$ cat config.mk
export PLATFORM = sky130hd
export DESIGN_NAME = multicycle_control
export DESIGN_NICKNAME = d
export VERILOG_FILES = /design/src/rtl/multicycle_control.sv
export SDC_FILE = /design/constraint.sdc
export NUM_CORES = 1
export LEC_CHECK = 0
export BUFFER_PORTS_ARGS = -buffer_cell sky130_fd_sc_hd__buf_4
export CELL_PAD_IN_SITES_DETAIL_PLACEMENT = 2
export CELL_PAD_IN_SITES_GLOBAL_PLACEMENT = 2
export CORE_MARGIN = 2
export CORE_UTILIZATION = 31
export CTS_CLUSTER_DIAMETER = 200
export CTS_CLUSTER_SIZE = 30
export DETAILED_ROUTE_END_ITERATION = 8
export HOLD_SLACK_MARGIN = 0.15
export PLACE_DENSITY_LB_ADDON = 0.1
export SLEW_MARGIN = 20
export SYNTH_ARGS = -nofsm -noshare
export SYNTH_HDL_FRONTEND = slang
export SYNTH_SLANG_ARGS = --single-unit
$ cat constraint.sdc
create_clock -name clk -period 3.6 [get_ports clk]
set_clock_uncertainty 0.15 [all_clocks]
set_input_delay 0 -clock clk [delete_from_list [all_inputs] [get_ports clk]]
set_output_delay 0 -clock clk [all_outputs]
set_load 0.02 [all_outputs]
$ cat src/rtl/multicycle_control.sv
// Multi-cycle MIPS control sequencer: a Moore FSM that walks each instruction
// through fetch/decode/execute/memory/writeback and counts completed fetches.
module multicycle_control #(
    parameter int CNT_W = 32
) (
    input  logic             clk,
    input  logic             rst_n,
    input  logic [5:0]       opcode,
    input  logic             mem_ready,
    output logic             PCWrite,
    output logic             PCWriteCond,
    output logic             IorD,
    output logic             MemRead,
    output logic             MemWrite,
    output logic             IRWrite,
    output logic             MemtoReg,
    output logic             RegDst,
    output logic             RegWrite,
    output logic             ALUSrcA,
    output logic [1:0]       ALUSrcB,
    output logic [1:0]       ALUOp,
    output logic [1:0]       PCSource,
    output logic             illegal_op,
    output logic [3:0]       state,
    output logic [CNT_W-1:0] instr_count
);

    // Memory handshake: a request (MemRead/MemWrite) is held every cycle the
    // FSM sits in FETCH, MEM_RD or MEM_WR; mem_ready=1 in such a cycle means
    // the access completes at the coming edge and the FSM advances. Outside
    // those states mem_ready is don't-care.

    typedef enum logic [3:0] {
        S_RST      = 4'd0,
        S_FETCH    = 4'd1,
        S_DECODE   = 4'd2,
        S_MEM_ADDR = 4'd3,
        S_MEM_RD   = 4'd4,
        S_MEM_WB   = 4'd5,
        S_MEM_WR   = 4'd6,
        S_EXEC     = 4'd7,
        S_ALU_WB   = 4'd8,
        S_BRANCH   = 4'd9,
        S_JUMP     = 4'd10,
        S_ADDI_EX  = 4'd11,
        S_ADDI_WB  = 4'd12
    } state_t;

    localparam logic [5:0] OP_RTYPE = 6'b000000;
    localparam logic [5:0] OP_LW    = 6'b100011;
    localparam logic [5:0] OP_SW    = 6'b101011;
    localparam logic [5:0] OP_BEQ   = 6'b000100;
    localparam logic [5:0] OP_J     = 6'b000010;
    localparam logic [5:0] OP_ADDI  = 6'b001000;

    state_t cur_state;
    state_t next_state;
    logic   fetch_done;

    assign fetch_done = (cur_state == S_FETCH) && mem_ready;
    assign state      = cur_state;

    always_ff @(posedge clk) begin
        if (!rst_n) begin
            cur_state   <= S_RST;
            instr_count <= '0;
        end else begin
            cur_state <= next_state;
            if (fetch_done) begin
                instr_count <= instr_count + 1'b1;
            end
        end
    end

    always_comb begin
        next_state = cur_state;
        unique case (cur_state)
            S_RST:    next_state = S_FETCH;
            S_FETCH:  if (mem_ready) next_state = S_DECODE;
            S_DECODE: begin
                case (opcode)
                    OP_LW, OP_SW: next_state = S_MEM_ADDR;
                    OP_RTYPE:     next_state = S_EXEC;
                    OP_BEQ:       next_state = S_BRANCH;
                    OP_J:         next_state = S_JUMP;
                    OP_ADDI:      next_state = S_ADDI_EX;
                    default:      next_state = S_FETCH;
                endcase
            end
            S_MEM_ADDR: begin
                if (opcode == OP_LW) begin
                    next_state = S_MEM_RD;
                end else if (opcode == OP_SW) begin
                    next_state = S_MEM_WR;
                end else begin
                    next_state = S_FETCH;
                end
            end
            S_MEM_RD:  if (mem_ready) next_state = S_MEM_WB;
            S_MEM_WR:  if (mem_ready) next_state = S_FETCH;
            S_EXEC:    next_state = S_ALU_WB;
            S_ADDI_EX: next_state = S_ADDI_WB;
            S_MEM_WB, S_ALU_WB, S_ADDI_WB, S_BRANCH, S_JUMP:
                next_state = S_FETCH;
            default:   next_state = S_RST;
        endcase
    end

    always_comb begin
        PCWrite     = 1'b0;
        PCWriteCond = 1'b0;
        IorD        = 1'b0;
        MemRead     = 1'b0;
        MemWrite    = 1'b0;
        IRWrite     = 1'b0;
        MemtoReg    = 1'b0;
        RegDst      = 1'b0;
        RegWrite    = 1'b0;
        ALUSrcA     = 1'b0;
        ALUSrcB     = 2'b00;
        ALUOp       = 2'b00;
        PCSource    = 2'b00;
        illegal_op  = 1'b0;
        unique case (cur_state)
            S_FETCH: begin
                // PC+4 is computed every FETCH cycle, but only committed with the IR
                MemRead = 1'b1;
                ALUSrcB = 2'b01;
                IRWrite = mem_ready;
                PCWrite = mem_ready;
            end
            S_DECODE: begin
                ALUSrcB = 2'b11;
                case (opcode)
                    OP_RTYPE, OP_LW, OP_SW, OP_BEQ, OP_J, OP_ADDI:
                        illegal_op = 1'b0;
                    default:
                        illegal_op = 1'b1;
                endcase
            end
            S_MEM_ADDR, S_ADDI_EX: begin
                ALUSrcA = 1'b1;
                ALUSrcB = 2'b10;
            end
            S_MEM_RD: begin
                MemRead = 1'b1;
                IorD    = 1'b1;
            end
            S_MEM_WR: begin
                MemWrite = 1'b1;
                IorD     = 1'b1;
            end
            S_MEM_WB: begin
                RegWrite = 1'b1;
                MemtoReg = 1'b1;
            end
            S_EXEC: begin
                ALUSrcA = 1'b1;
                ALUOp   = 2'b10;
            end
            S_ALU_WB: begin
                RegWrite = 1'b1;
                RegDst   = 1'b1;
            end
            S_BRANCH: begin
                ALUSrcA     = 1'b1;
                ALUOp       = 2'b01;
                PCWriteCond = 1'b1;
                PCSource    = 2'b01;
            end
            S_JUMP: begin
                PCWrite  = 1'b1;
                PCSource = 2'b10;
            end
            S_ADDI_WB: begin
                RegWrite = 1'b1;
            end
            default: begin
                PCWrite = 1'b0;
            end
        endcase
    end

endmodule

# Word-level counts from Yosys, hierarchy flattened
# Index checks and enable logic that the tools add are counted.
# totals
output_inout_bits	53
wordCells	57
in_bits	9
reg_bits	36
# classes
n_eq_ne	20
add_sub_neg	1
reduce_logical	12
mux	22
# op_table
cell	count
$add 32x1->32 const B	1
$pmux 4 s8	1
$eq 4x4->1 const B	5
$pmux 4 s5	1
$eq 4x3->1 const B	4
$eq 6x6->1 const B	2
$mux 4	3
$reduce_or 6->1	2
$mux 1	11
$eq 4x2->1 const B	2
$pmux 2 s2	2
$reduce_or 2->1	4
$eq 6x2->1 const B	1
$eq 6x3->1 const B	1
$eq 6x4->1 const B	1
$logic_not 6->1	1
$mux 3	2
$ne 2x2->1 const B	3
$pmux 2 s3	1
$eq 4x1->1 const B	1
$logic_not 4->1	1
$reduce_or 4->1	1
$reduce_and 3->1	1
$reduce_or 3->1	1
other kinds (2)	2

# Longest topological paths before layout
# Gate-level depths: netlist of the first run.
# logic_depth
word_depth	4
ltp_mapped	6
depth_no_buf	5

# Worst setup path after synthesis of the first run
# No wires, ideal clock.
# synth_timing
path_type	register -> register
start	register cur_state[2], in the netlist state[2]
end	register instr_count[28]
arrival_ns	2.188
path_slack_ns	1.191
setup_time_ns	0.072
required_time_ns	3.378
period_less_slack_ns	2.409
n_path_buf	2
path_stages_with_launch	7
path_cell_list	dfxtp_1 or4b_1 buf_2 or4b_4 buf_6 nor4_2 mux2i_1
# synth_via
elab_chain_len	2
# synth_rtl
item	line	source
from (decl)	56	state_t cur_state;
from (signal assigned)	68	cur_state <= next_state;
$eq 4x1->1	60	assign fetch_done = (cur_state == S_FETCH) && mem_ready;
$logic_and 1x1->1	60	
to (signal assigned)	70	instr_count <= instr_count + 1'b1;
to (decl)	25	output logic [CNT_W-1:0] instr_count
# Every way passes these cells.
# A chain may end at the register's enable or synchronous reset.

# Worst setup path after layout of the first run
# layout_timing
start	register cur_state[0], in the netlist state[0]
end	register cur_state[3], in the netlist state[3]
# layout_via
elab_chain_len	3
word_cells_on_any_way	19
cone_classes	eq/ne (15); mux (1); reduce/logical (3)
# layout_rtl
item	line	source
$eq 4x4->1 (tied with other cells)	77	unique case (cur_state)
$reduce_or 6->1 (no source line) / $ne 2x2->1 (equally long branches)	--	
$pmux 4 s8 / $reduce_and 3->1 (equally long branches)	--	
# Parallel ways exist; a longest one is shown, timed or not.

==> results of run 1 <==
-- metal layers --
metal | part of all wire, % | GRT usage (%) | up-vias
met5 | 0 | 0 | -
met4 | 0.87 | 4.132 | 0
met3 | 3.9 | 5.317 | 7
met2 | 48 | 35.28 | 40
met1 | 47 | 26.38 | 1185
li1 | - | - | 1169
-- path summary, 6_finish.rpt --
kind | start | end | slack, ps | depth (start not counted)
setup / recovery | state[0] | state[3] | 590 | 7
hold reg to reg | instr_count[31] | instr_count[31] | 330 | 2
setup reg to reg | state[0] | state[3] | 590 | 7
hold / removal | opcode[3] | state[1] | 240 | 5
-- flip-flops by register name, indices dropped and copies added (netlist names) --
signal / cells
state: 4
instr_count: 32
-- worst min-delay path, cell delays in order --
cell and delay [ps]:
buf_4 140, inv_1 80, o41ai_1 90, a311oi_1 280, nor2_1 70
-- Yosys cell counts (2+ instances only) --
master	count
o21ai_0	16
and3_1	2
and4_1	5
o41ai_1	2
xor2_1	4
mux2i_1	6
nor4_1	9
nand3_1	17
xnor2_1	7
nor4_2	6
inv_1	7
or3_1	11
nor2_1	21
and2_1	3
dfxtp_1	36
nor3b_1	3
buf_4	2
a21oi_1	19
a41oi_1	2
or4_1	7
o31a_1	2
o31ai_1	5
nand4_1	11
nand2_1	22
nor3_1	7
nand2b_1	12
clkbuf_1	18
-- metrics by stage --
step / hold WS, ps / power (uW) / area (um2) / worst slack [ps]
after floorplan: 37.26 / 567.2 / 2222 / 1191
after global placement: 199.0 / 647.5 / 2720 / 1062
after detailed placement: 208.5 / 650.2 / 2720 / 1036
after CTS: 220.4 / 992.7 / 2927 / 612.4
after global routing: 330.6 / 1033 / 2927 / 435.6
final: 242.6 / 977.5 / 2927 / 586.1
-- logic make-up after synthesis --
| kind of cell | after synthesis |
|---|---|
| AO/OA/AOI/OAI | 56 |
| multiplexers | 6 |
| AND/OR/NAND/NOR | 143 |
| adder cells (fa/ha/maj) | 2 |
| flip-flops | 36 |
| XOR/XNOR | 11 |
| buffers and inverters | 30 |
-- what timing repair did --
action                                 4_1_cts  5_1_grt
endpoints found under the hold margin       15        0
hold buffers                                11        0
setup buffers                                0        0
gates resized for setup                      0        0
-- layout make-up --
type,instances,area share (%)
Multi-Input combinational cell,218,46.90
Sequential cell,36,24.63
Timing Repair Buffer,75,20.18
Tap cell,96,4.104
Clock buffer,7,3.292
Inverter,7,0.8978
-- where the power goes --
part / internal (uW) / switching, uW / total, uW
Combinational: 96.8 / 140 / 237
Clock: 171 / 156 / 327
Sequential: 406 / 7.36 / 414
Total: 674 / 304 / 978
==> flow_metrics.env, run 1 <==
export IMPL_status="finished, final reports clean"
export IMPL_tns_ps=0
export IMPL_ys_ff_latch=36
export IMPL_root_buffer="clkbuf_8"
export IMPL_drive_above_1_share_pct=23.62
export IMPL_p_leak_uw=0.001041
export IMPL_synth_xor_area_share_pct=4.336
export IMPL_grt_setup_unrepaired="false"
export IMPL_arrival_ps=3080
export IMPL_final_cell_mix="buf_4, dfxtp_1, nand2_1"
export IMPL_grt_pass1_wl_um=12720
export IMPL_cts_tree="built"
export IMPL_avgViaCountPerCell=5.469
export IMPL_end_kind="flip-flop"
export IMPL_cp_required_ps=3670
export IMPL_synth_top_family_by_area="simple AND/OR/NAND/NOR gates"
export IMPL_relSlewSlack_pct=44.71
export IMPL_coreArea_um2=6869
export IMPL_drt_iter0_markers=36
export IMPL_ir_worst_vdd_v=0.0001704
export IMPL_h_tree_depth=2
export IMPL_yosysUniqueCellTypes=49
export IMPL_min_period_over_period_pct=83.72
export IMPL_ys_async_sr_fraction_pct=0
export IMPL_synth_edff_count=0
export IMPL_yosysWarningCount=0
export IMPL_cp_max_fo=23
export IMPL_powerDensity_nw_per_um2=334.0
export IMPL_start_util_pct=32.35
export IMPL_clk_pin_slew_ps=70
export IMPL_nets=353
export IMPL_synth_area_leader_cell="dfxtp_1"
export IMPL_track_usage_pct=20.68
export IMPL_synth_compound_area_share_pct=15.65
export IMPL_yosysTopAreaCellShare_pct=32.43
export IMPL_max_cap_viol_count=0
export IMPL_crit_family="buffers and inverters"
export IMPL_slew_violations=0
export IMPL_cts_inserted_buffers=5
export IMPL_clkLatencyLatePin_ps=300
export IMPL_clock_sink_count=36
export IMPL_rows=30
export IMPL_io_buffers=61
export IMPL_regArea_um2=720.7
export IMPL_drt_wl_total_um=7573
export IMPL_antenna_found_initial=0
export IMPL_utilization_pct=42.60
export IMPL_grt_pass1_vias=2508
export IMPL_max_stage_delay_ps=730
export IMPL_crit_buf_inv=3
export IMPL_cp_slowest_cell="or4b_2"
export IMPL_setup_viol=0
export IMPL_start_kind="flip-flop"
export IMPL_first_pass_iters=4
export IMPL_grt_overflow=0
export IMPL_post_drt_wl_per_cell_um=17.25
export IMPL_instances_no_fill=439
export IMPL_postRouteAntennaNets=0
export IMPL_syn_inst=284
export IMPL_vias=2401
export IMPL_yosysSeqAreaShare_pct=32.43
export IMPL_fill_cells=815
export IMPL_tightest_slew_ps=828.4
export IMPL_finalHoldViolations=0
export IMPL_synth_ff_type="dfxtp_1"
export IMPL_synth_area_um2=2222
export IMPL_hold_class="in -> reg"
export IMPL_syn_num_nets=294
export IMPL_dp_hpwl_um=5322
export IMPL_timing_final_crit_period_ps=3014
export IMPL_n_antenna_cell=0
export IMPL_routabilityCongestion=0.7552
export IMPL_grt_max_degree=26
export IMPL_cts_buffer_depth=2
export IMPL_post_place_cells=421
export IMPL_fp_dieH_um=88.67
export IMPL_final_common_cell="buf_4"
export IMPL_ioPinCount=62
export IMPL_avgSynthCellArea_um2=7.824
export IMPL_synth_mux_area_share_pct=2.703
export IMPL_synth_area_leaders="dfxtp_1, a21oi_1, nand3_1"
export IMPL_critPathMostFrequentCell="dlygate4sd3_1"
export IMPL_worstSetupPathType="reg -> reg"
export IMPL_remaining_drc_errors=0
export IMPL_area_delta_synth_final_pct=31.70
export IMPL_fp_dieW_um=88.67
export IMPL_dieArea_um2=7861
export IMPL_synth_fa_ha_area_share_pct=1.014
export IMPL_path_cells="buf_4, or4b_2, nor4_1, dlygate4sd3_1, o211ai_1, dlygate4sd3_1, a21oi_1"
export IMPL_multiInputGateArea_um2=1373
export IMPL_fmax_mhz=331.8
export IMPL_synth_simple_gate_area_share_pct=38.06
Note: power is estimated with default switching activity, not from simulation.
==> run 2, diff against run 1 <==
- CORE_UTILIZATION: 31 -> 29
- clock period: 3.6 -> 3 ns (I/O delays scaled with it)
==> flow_metrics.env, run 2 (synthesized netlist as in run 1, its figures left out) <==
export IMPL_clk_pin_slew_ps=70
export IMPL_largest_reg_flops=32
export IMPL_dp_hpwl_um=5348
export IMPL_whs_ps=199.3
export IMPL_powerDensity_nw_per_um2=384.5
export IMPL_ioPinCount=62
export IMPL_tns_ps=0
export IMPL_fp_dieW_um=91.54
export IMPL_h_tree_depth=2
export IMPL_fill_cells=854
export IMPL_grt_setup_unrepaired="false"
export IMPL_grt_pass1_wl_um=12500
export IMPL_status="finished, final reports clean"
export IMPL_start_util_pct=30.31
export IMPL_max_stage_delay_ps=720
export IMPL_routabilityCongestion=0.7767
export IMPL_post_drt_wl_per_cell_um=16.50
export IMPL_rows=31
export IMPL_relSlewSlack_pct=41.57
export IMPL_area_delta_synth_final_pct=30.69
export IMPL_arrival_ps=2510
export IMPL_coreArea_um2=7331
export IMPL_grt_max_degree=26
export IMPL_drive_above_1_share_pct=24.20
export IMPL_nets=353
export IMPL_clkLatencyLatePin_ps=290
export IMPL_path_cells="buf_4, or4b_2, nor4_1, dlygate4sd3_1, o211ai_1, a21oi_1"
export IMPL_remaining_drc_errors=0
export IMPL_crit_family="simple AND/OR/NAND/NOR gates"
export IMPL_slew_violations=0
export IMPL_cts_setup_buffers=0
export IMPL_track_usage_pct=17.94
export IMPL_cts_tree="built"
export IMPL_finalHoldViolations=0
export IMPL_end_kind="flip-flop"
export IMPL_drt_iter0_markers=70
export IMPL_start_kind="flip-flop"
export IMPL_fmax_mhz=406.2
export IMPL_instances_no_fill=442
export IMPL_cp_required_ps=3050
export IMPL_io_buffers=61
export IMPL_cts_inserted_buffers=5
export IMPL_fp_dieH_um=91.54
export IMPL_final_cell_mix="buf_4, dfxtp_1, nand2_1"
export IMPL_cp_slowest_cell="or4b_2"
export IMPL_worstSetupPathType="reg -> reg"
export IMPL_clock_sink_count=36
export IMPL_grt_overflow=0
export IMPL_vias=2376
export IMPL_regMostFlops="instr_count"
export IMPL_antenna_found_initial=0
export IMPL_cp_max_fo=22
export IMPL_n_antenna_cell=0
export IMPL_post_place_cells=427
export IMPL_timing_final_crit_period_ps=2462
export IMPL_first_pass_iters=4
export IMPL_grt_pass1_vias=2472
export IMPL_cts_buffer_depth=2
export IMPL_p_leak_uw=0.001037
export IMPL_cts_resized=0
export IMPL_setup_viol=0
export IMPL_drt_wl_total_um=7295
export IMPL_holdBufCountCts=8
export IMPL_final_common_cell="buf_4"
export IMPL_avgViaCountPerCell=5.376
export IMPL_max_cap_viol_count=0
export IMPL_min_period_over_period_pct=82.06
export IMPL_tightest_slew_ps=875.5
export IMPL_ir_worst_vdd_v=0.0001704
export IMPL_hold_class="in -> reg"
export IMPL_crit_buf_inv=2
export IMPL_dieArea_um2=8379
export IMPL_root_buffer="clkbuf_8"
export IMPL_postRouteAntennaNets=0
[run 2: through the flow]
step | instance area, um2 | utilization [%] | power (uW) | worst slack (ps)
2_1_floorplan | 2222 | - | 680.6 | 590.6
3_3_place_gp | 2746 | 37.46 | 787.4 | 663.7
3_5_place_dp | 2746 | 37.46 | 791.2 | 579.1
4_1_cts | 2904 | 39.61 | 1133 | 498.3
5_1_grt | 2904 | 39.61 | 1176 | 395.6
6_report | 2904 | 39.61 | 1117 | 538.2
[run 2: final timing paths]
check                                     start         endpoint  slack (ps)  cells past startpoint
worst max-delay path                   state[0]         state[3]         540                      6
worst min-delay path                  opcode[5]         state[2]         200                      5
worst max register to register         state[0]         state[3]         540                      6
worst min register to register  instr_count[31]  instr_count[31]         340                      2
[run 2: area by class of cell]
| type | count | area [um2] | share of cell area [%] |
|---|---|---|---|
| clock buffers | 6 | 72.57 | 2.499 |
| well taps | 99 | 123.9 | 4.265 |
| multi-input cells | 218 | 1373 | 47.26 |
| flip-flops and latches | 36 | 720.7 | 24.82 |
| repair buffers | 75 | 583.1 | 20.08 |
| clock inverters | 1 | 5.005 | 0.1723 |
| inverters | 7 | 26.28 | 0.9048 |
[run 2: where the power goes]
group / switching [uW] / internal, uW / total [uW] / leakage [uW]
Clock: 174 / 158 / 332 / 0.0000410
Combinational: 171 / 117 / 288 / 0.000705
Sequential: 9.37 / 488 / 497 / 0.000290
[run 2: worst register-to-register path: stages (launching register included)]
cell           delay (ps)
dfxtp_1               320
buf_4                 200
or4b_2                730
nor4_1                180
dlygate4sd3_1         580
o211ai_1               80
a21oi_1               140
[run 2: routing by layer]
layer	routed length, um	vias up	global-route usage, %	share of wire [%]
li1	-	1173	-	-
met1	3277	1165	22.15	45
met2	3747	34	32.54	51
met3	210	4	2.656	2.9
met4	59	0	4.167	0.81
met5	0	-	0	0
==> run 3, diff against run 2 <==
- clock period: 3 -> 2.5 ns (I/O delays scaled with it)
==> flow_metrics.env, run 3 (synthesized netlist as in run 1, its figures left out) <==
export IMPL_power_frac_clock_pct=37.8
export IMPL_cts_inserted_buffers=5
export IMPL_worstSetupPathType="reg -> reg"
export IMPL_cp_required_ps=2580
export IMPL_cp_max_fo=8
export IMPL_first_pass_iters=4
export IMPL_coreArea_um2=7331
export IMPL_fp_dieH_um=91.54
export IMPL_tightest_slew_ps=882.6
export IMPL_antenna_found_initial=0
export IMPL_holdBufCountCts=9
export IMPL_clk_pin_slew_ps=80
export IMPL_rows=31
export IMPL_area_delta_synth_final_pct=34.35
export IMPL_n_antenna_cell=0
export IMPL_arrival_ps=2320
export IMPL_fill_cells=826
export IMPL_switching_share_pct=28.89
export IMPL_utilization_pct=40.72
export IMPL_drt_iter0_markers=50
export IMPL_max_stage_delay_ps=650
export IMPL_p_leak_uw=0.001075
export IMPL_instances_no_fill=447
export IMPL_routabilityCongestion=0.7726
export IMPL_timing_final_crit_period_ps=2248
export IMPL_dp_hpwl_um=5537
export IMPL_avgViaCountPerCell=5.418
export IMPL_p_sw_uw=438.0
export IMPL_remaining_drc_errors=0
export IMPL_clkLatencyLatePin_ps=290
export IMPL_finalHoldViolations=0
export IMPL_crit_family="simple AND/OR/NAND/NOR gates"
export IMPL_final_common_cell="buf_4"
export IMPL_grt_pass1_vias=2479
export IMPL_seqPwrFrac_pct=39.3
export IMPL_fp_dieW_um=91.54
export IMPL_cp_slowest_cell="or4b_4"
export IMPL_p_int_uw=1078
export IMPL_multiInputGateArea_um2=1373
export IMPL_final_cell_mix="buf_4, dfxtp_1, nand2_1"
export IMPL_cts_buffer_depth=2
export IMPL_nets=357
export IMPL_drive_above_1_share_pct=25.29
export IMPL_fmax_mhz=444.9
export IMPL_drt_wl_total_um=7561
export IMPL_track_usage_pct=18.45
export IMPL_hold_class="reg -> reg"
export IMPL_grt_setup_unrepaired="false"
export IMPL_dieArea_um2=8379
export IMPL_start_util_pct=30.31
export IMPL_slew_violations=0
export IMPL_postRouteAntennaNets=0
export IMPL_powerDensity_nw_per_um2=508.0
export IMPL_status="finished, final reports clean"
export IMPL_max_cap_viol_count=0
export IMPL_largest_reg_flops=32
export IMPL_clock_sink_count=36
export IMPL_h_tree_depth=2
export IMPL_relSlewSlack_pct=41.09
export IMPL_ir_worst_vdd_v=0.0001900
export IMPL_tns_ps=0
export IMPL_path_cells="or4b_1, or4b_4, nor4_2, mux2i_1"
export IMPL_vias=2422
export IMPL_crit_buf_inv=0
export IMPL_regMostFlops="instr_count"
export IMPL_setup_viol=0
export IMPL_p_comb_share_pct=22.9
export IMPL_grt_pass1_wl_um=12800
export IMPL_cts_setup_buffers=0
export IMPL_ioPinCount=62
export IMPL_start_kind="flip-flop"
export IMPL_end_kind="flip-flop"
export IMPL_grt_max_degree=26
export IMPL_cts_resized=0
export IMPL_post_drt_wl_per_cell_um=16.91
export IMPL_min_period_over_period_pct=89.91
export IMPL_io_buffers=61
export IMPL_root_buffer="clkbuf_8"
export IMPL_post_place_cells=430
export IMPL_regArea_um2=720.7
export IMPL_grt_overflow=0
export IMPL_cts_tree="built"
## run 3: power groups by stage
stage / clock (uW) / combinational, uW / sequential [uW]
detailed placement: 0 / 339 / 610
floorplan: 0 / 192 / 625
finish: 574 / 347 / 596
global placement: 0 / 336 / 608
global route: 613 / 380 / 597
CTS: 590 / 350 / 596
## run 3: metal layers
metal  share of wire, %  wire length, um  up-vias  GRT usage [%]
li1                   -                -     1178              -
met1                 45             3386     1201          22.82
met3                2.6              194        5          2.158
met5                  0                0        -              0
met4               0.97               73        0          4.924
met2                 52             3906       38          33.52
## run 3: cell type report
class,count,share of cell area [%]
clock inverter,1,1.006
clock buffer,7,3.227
timing repair buffer,79,20.62
sequential,36,24.14
multi-input combinational,218,45.98
tap,99,4.149
inverter,7,0.8801
## run 3: tightest hold or removal path: cells and delay by family, from the launching register on
kind / cells / cell delay, ps
DFF: 1 / 330
and+or+nand+nor: 1 / 60
muxes: 1 / 50
## run 3: through the flow
stage | total power [uW] | area, um2 | hold WS (ps) | setup WS (ps)
6_report | 1516 | 2985 | 336.3 | 252.4
5_1_grt | 1590 | 2985 | 363.5 | 143.7
4_1_cts | 1537 | 2985 | 342.0 | 237.7
3_5_place_dp | 948.2 | 2769 | 211.9 | 237.2
3_3_place_gp | 944.2 | 2769 | 190.8 | 329.2
2_1_floorplan | 816.7 | 2222 | 37.26 | 90.62
## run 3: worst paths after layout
kind / slack [ps] / cells after the start / end / start
max: 250 / 4 / instr_count[28] / state[1]
min: 340 / 2 / instr_count[31] / instr_count[31]
max reg2reg: 250 / 4 / instr_count[28] / state[1]
min reg2reg: 340 / 2 / instr_count[31] / instr_count[31]
